===== src/rtl/fetch_seq.sv =====
// fetch_seq: program counter / fetch sequencer running NUM_PROGS windowed programs back to back.
// Define FETCH_RAS_EN to compile in the return-address stack used by Call/Ret.
module fetch_seq #(
   parameter int                          PC_W      = 16,
   parameter int                          NUM_PROGS = 3,
   parameter logic [NUM_PROGS*PC_W-1:0]   PROG_BASE = {16'd301, 16'd124, 16'd0},
   parameter logic [NUM_PROGS*PC_W-1:0]   PROG_LAST = {16'd511, 16'd300, 16'd123},
   parameter int                          RAS_DEPTH = 4,
   localparam int                         IDX_W     = (NUM_PROGS > 1) ? $clog2(NUM_PROGS) : 1
) (
   input  logic              CLK,
   input  logic              Init,
   input  logic              Start,
   input  logic              Stall,
   input  logic              Branch_abs,
   input  logic              Branch_rel_z,
   input  logic              Branch_rel_nz,
   input  logic              ALU_zero,
   input  logic              Call,
   input  logic              Ret,
   input  logic [PC_W-1:0]   Target,
   output logic [PC_W-1:0]   PC,
   output logic [IDX_W-1:0]  Prog_Idx,
   output logic              Busy,
   output logic              DONE,
   output logic              RAS_Err
);

   typedef enum logic [1:0] {S_IDLE, S_RUN, S_HALT} state_t;

   state_t            state_q, state_d;
   logic [PC_W-1:0]   pc_q, pc_d;
   logic [IDX_W-1:0]  idx_q, idx_d;
   logic              done_q, done_d;
   logic [PC_W-1:0]   base_pc, last_pc, seq_pc;

`ifdef FETCH_RAS_EN
   localparam int SP_W   = $clog2(RAS_DEPTH + 1);
   localparam int RAS_AW = (RAS_DEPTH > 1) ? $clog2(RAS_DEPTH) : 1;

   logic [PC_W-1:0]   ras_q [RAS_DEPTH];
   logic [SP_W-1:0]   sp_q, sp_d;
   logic              err_q, err_d;
   logic              push_en;
   logic [PC_W-1:0]   push_pc;
`else
   logic              unused_ras;
   assign unused_ras = ^{Call, Ret};
`endif

   always_comb begin
      base_pc = PROG_BASE[PC_W-1:0];
      last_pc = PROG_LAST[PC_W-1:0];
      for (int i = 0; i < NUM_PROGS; i++) begin
         if (idx_q == IDX_W'(i)) begin
            base_pc = PROG_BASE[i*PC_W +: PC_W];
            last_pc = PROG_LAST[i*PC_W +: PC_W];
         end
      end
   end

   // Non-stack successor: absolute branch, taken relative branch, else fall through.
   always_comb begin
      if (Branch_abs)
         seq_pc = Target;
      else if ((Branch_rel_z && ALU_zero) || (Branch_rel_nz && !ALU_zero))
         seq_pc = pc_q + Target;
      else
         seq_pc = pc_q + PC_W'(1);
   end

   always_comb begin
      state_d = state_q;
      pc_d    = pc_q;
      idx_d   = idx_q;
      done_d  = done_q;
`ifdef FETCH_RAS_EN
      sp_d    = sp_q;
      err_d   = err_q;
      push_en = 1'b0;
      push_pc = pc_q + PC_W'(1);
`endif
      case (state_q)
         S_RUN: begin
            if (!Stall) begin
               if (pc_q == last_pc) begin
                  state_d = S_HALT;
                  done_d  = 1'b1;
                  idx_d   = (idx_q == IDX_W'(NUM_PROGS - 1)) ? '0 : idx_q + IDX_W'(1);
               end else begin
                  pc_d = seq_pc;
`ifdef FETCH_RAS_EN
                  // Ret outranks Call; a failed pop still advances the PC.
                  if (Ret) begin
                     if (sp_q == '0) begin
                        pc_d  = pc_q + PC_W'(1);
                        err_d = 1'b1;
                     end else begin
                        pc_d = ras_q[RAS_AW'(sp_q - SP_W'(1))];
                        sp_d = sp_q - SP_W'(1);
                     end
                  end else if (Call) begin
                     pc_d = Target;
                     if (sp_q == SP_W'(RAS_DEPTH)) begin
                        err_d = 1'b1;
                     end else begin
                        push_en = 1'b1;
                        sp_d    = sp_q + SP_W'(1);
                     end
                  end
`endif
               end
            end
         end
         default: begin
            if (Start) begin
               state_d = S_RUN;
               pc_d    = base_pc;
               done_d  = 1'b0;
`ifdef FETCH_RAS_EN
               sp_d    = '0;
               err_d   = 1'b0;
`endif
            end
         end
      endcase
   end

   always_ff @(posedge CLK or posedge Init) begin
      if (Init) begin
         state_q <= S_IDLE;
         pc_q    <= PROG_BASE[PC_W-1:0];
         idx_q   <= '0;
         done_q  <= 1'b0;
      end else begin
         state_q <= state_d;
         pc_q    <= pc_d;
         idx_q   <= idx_d;
         done_q  <= done_d;
      end
   end

`ifdef FETCH_RAS_EN
   always_ff @(posedge CLK or posedge Init) begin
      if (Init) begin
         sp_q  <= '0;
         err_q <= 1'b0;
      end else begin
         sp_q  <= sp_d;
         err_q <= err_d;
      end
   end

   // Stack contents are plain data; the pointer alone decides validity.
   always_ff @(posedge CLK) begin
      if (push_en)
         ras_q[RAS_AW'(sp_q)] <= push_pc;
   end

   assign RAS_Err = err_q;
`else
   assign RAS_Err = 1'b0;
`endif

   assign PC       = pc_q;
   assign Prog_Idx = idx_q;
   assign Busy     = (state_q == S_RUN);
   assign DONE     = done_q;

endmodule


===== config.mk =====
export PLATFORM = sky130hd
export DESIGN_NAME = fetch_seq
export DESIGN_NICKNAME = d
export VERILOG_FILES = /design/src/rtl/fetch_seq.sv
export SDC_FILE = /design/constraint.sdc
export NUM_CORES = 1
export LEC_CHECK = 0
export CELL_PAD_IN_SITES_DETAIL_PLACEMENT = 0
export CELL_PAD_IN_SITES_GLOBAL_PLACEMENT = 1
export CORE_MARGIN = 1
export CORE_UTILIZATION = 37
export DETAILED_ROUTE_END_ITERATION = 8
export PLACE_DENSITY = 0.86
export SLEW_MARGIN = 20
export SYNTH_ARGS = -nofsm -noshare
export SYNTH_HDL_FRONTEND = slang
export SYNTH_SLANG_ARGS = --single-unit

===== constraint.sdc =====
create_clock -name CLK -period 2.5 [get_ports CLK]
set_input_delay 0.5 -clock CLK [delete_from_list [all_inputs] [get_ports CLK]]
set_output_delay 0.5 -clock CLK [all_outputs]
set_load 0.01 [all_outputs]

==> flow_summary.json <==
{
  "max_freq_ghz": 0.359,
  "routedWlPerCell_um": 16.4,
  "cts_max_level": 1,
  "ant_nets": 0,
  "place_congestion": 1.01,
  "crit_fanout": 4,
  "ir_drop_uv": 476,
  "min_path_type": "reg -> reg",
  "crit_required_ns": 2.68,
  "vias_per_cell": 5.49,
  "area_growth_pct": 66.3,
  "start_kind": "primary input",
  "cts_buffers": 3,
  "criticalPathCategory": "in -> reg",
  "die_w_um": 74.9,
  "dp_slack_ns": -1.02,
  "wirelength_um": 6710,
  "syn_area_um2": 1970,
  "tightestPinTransition_ns": 0.767,
  "met1_usage": 0.300,
  "cts.sinks": 20,
  "nets": 386,
  "utilization": 0.640,
  "synthArstFlopShare": 1.00,
  "cts_tree": "done",
  "root_buffer": "clkbuf_8",
  "grt_overflow_total": 0,
  "post-dp-hpwl_um": 4990,
  "finalNonFillerCells": 410,
  "leakage_nw": 1.50,
  "maxSlewHeadroom": 0.488,
  "grtUsageTotal": 0.251,
  "fin_ws_ns": -0.285,
  "die_y_um": 74.9,
  "netlist_top_cells_count": "dfrtp_1 (20), nand2_1 (20), ha_1 (18)",
  "yosys_warnings": 0,
  "die-area_um2": 5610,
  "reg2regPathDepth": 12,
  "grt_util_met3": 0.0361,
  "status": "finished, violations left",
  "dpl.cell_count": 393,
  "layout-drive-gt1-share": 0.350,
  "syn_avg_cell_area_um2": 8.26,
  "min_period_over_period": 1.11,
  "coreArea_um2": 5110,
  "syn_nets": 283,
  "start_util": 0.385,
  "n_fill_cell": 442,
  "drt_iter0_markers": 91,
  "netlist_top_cells_area": "dfrtp_1 (25%), ha_1 (11%), nor2b_1 (5.1%), mux2i_1 (4.6%), a21oi_1 (3.8%)",
  "violations": "setup timing",
  "hold_viol_final": 0,
  "port_buffers": 43,
  "rsz0062_at_grt": "true",
  "hold_buffers": 0,
  "worstSetupEndpointType": "register",
  "skew_ns": 0.00285,
  "synth-seq-area-share": 0.255,
  "period_needed_ns": 2.78,
  "grt_busiest_layer": "met2",
  "cts.clk_slew.worst_paths_ns": 0.07,
  "maxCapViolCount": 0,
  "cts.path.max_buffers": 2,
  "syn_inst": 238,
  "ioPinCount": 47,
  "power_density_nw_per_um2": 690,
  "finalSetupViolCount": 11,
  "yosys.area.top_type": "dfrtp_1",
  "synth_top_area_frac": 0.255,
  "slew_violations": 0,
  "drc": 0,
  "p_total_mw": 2.25,
  "use_met2": 0.476,
  "holdPathStages": 2,
  "clock_latency_ns": 0.25,
  "synth_ff_type": "dfrtp_1",
  "grt_max_degree": 29,
  "ys_ff_latch": 20,
  "grt_pass1_wl_um": 10600,
  "crit_arrival_ns": 2.97,
  "rows": 26,
  "antenna_cells": 0,
  "synth.distinct_cells": 54,
  "drtPass1Iterations": 5,
  "synth-edff-count": 0,
  "routed-via-count": 2249,
  "grt_antenna_before_repair": 0,
  "grt_pass1_vias": 2259
}
==> through the flow <==
step,hold WS (ns),instance area [um^2],setup TNS [ns]
after floorplan,0.464,2020,-1.48
after global placement,0.546,2890,-9.45
after detailed placement,0.564,2890,-10.72
after CTS,0.578,3130,-0.872
after global routing,0.625,3270,-2.30
final,0.594,3270,-1.33
==> logic make-up (layout without fill, tap and decap cells) <==
kind of cell	Yosys count	in the layout	share of synthesized area
AND/OR/NAND/NOR	85	85	0.229
AO/OA/AOI/OAI	74	74	0.257
flip-flops	20	20	0.255
buffers and inverters	20	122	0.0426
adder cells (fa/ha/maj)	19	19	0.125
XOR/XNOR	10	10	0.0446
multiplexers	9	9	0.0458
other	1	1	0.00191
==> path summary, 6_finish.rpt <==
check	startpoint	slack [ns]	endpoint
max in group asynchronous	Init	1.34	state_q[0]
hold reg to reg	state_q[0]	0.59	state_q[0]
hold / removal	state_q[0]	0.59	state_q[0]
setup / recovery	ALU_zero	-0.28	PC[8]
min in group asynchronous	Init	0.68	PC[11]
setup reg to reg	PC[1]	-0.01	PC[12]
==> where the power goes <==
part	internal, mW	switching, mW
sequential	0.402	0.114
clock	0.140	0.100
combinational	0.807	0.692
==> flip-flops by register name (all words and copies together), names as in the netlist <==
| register | flops |
|---|---|
| PC | 16 |
| state_q | 1 |
| DONE | 1 |
| Prog_Idx | 2 |
==> placed cells by master, fill, tap and decap left out, types with 2 or more instances in the layout <==
master and instances:
dlygate4sd2_1 4, buf_6 8, a31oi_1 2, buf_2 2
nor3_1 5, xnor2_1 3, o21a_1 3, nand4_1 3
a21o_1 7, a21oi_2 4, nor2b_2 3, ha_4 5
ha_1 12, nand2_1 19, buf_4 57, xor2_1 5
clkdlybuf4s50_1 35, a211oi_2 2, nor2_1 10, nand3_1 10
nor3b_1 2, mux2i_1 8, o21ai_1 12, clkbuf_8 4
nand2_2 3, inv_1 7, dfrtp_1 20, nand2b_1 3
inv_2 2, o31ai_1 5, o21ai_2 2, nor2b_1 12
a21oi_1 11, o21ai_0 4, o211ai_1 3, and3_1 4
==> area by class of cell <==
type	instances	area, um^2	share of cell area
clock buffer	4	55.1	0.0168
sequential	20	500	0.153
tap	70	87.6	0.0268
inverter	9	33.8	0.0103
multi-input combinational	198	1630	0.499
timing repair buffer	109	961	0.294
==> per-layer routing <==
layer | vias to the layer above | part of all wire
met1 | 1101 | 0.41
met3 | 6 | 0.050
met5 | - | 0
met2 | 64 | 0.53
met4 | 0 | 0.0098
li1 | 1078 | -
==> critical path, cell delays in order <==
cell,delay (ns)
buf_8,0.10
mux2i_4,0.19
or2_4,0.24
ha_4,0.16
inv_2,0.05
fa_2,0.19
and2b_2,0.25
o2111ai_4,0.24
a21boi_2,0.09
o21a_1,0.20
o21a_1,0.17
or4_4,0.47
a22oi_2,0.12
==> what timing repair did <==
item,4_1_cts,5_1_grt
endpoints found under the setup margin,14,12
gates resized for setup,51,27
pin swaps,23,25
buffers inserted,10,5
endpoints found under the hold margin,0,0
No activity file was read; power rests on OpenSTA's default activity.
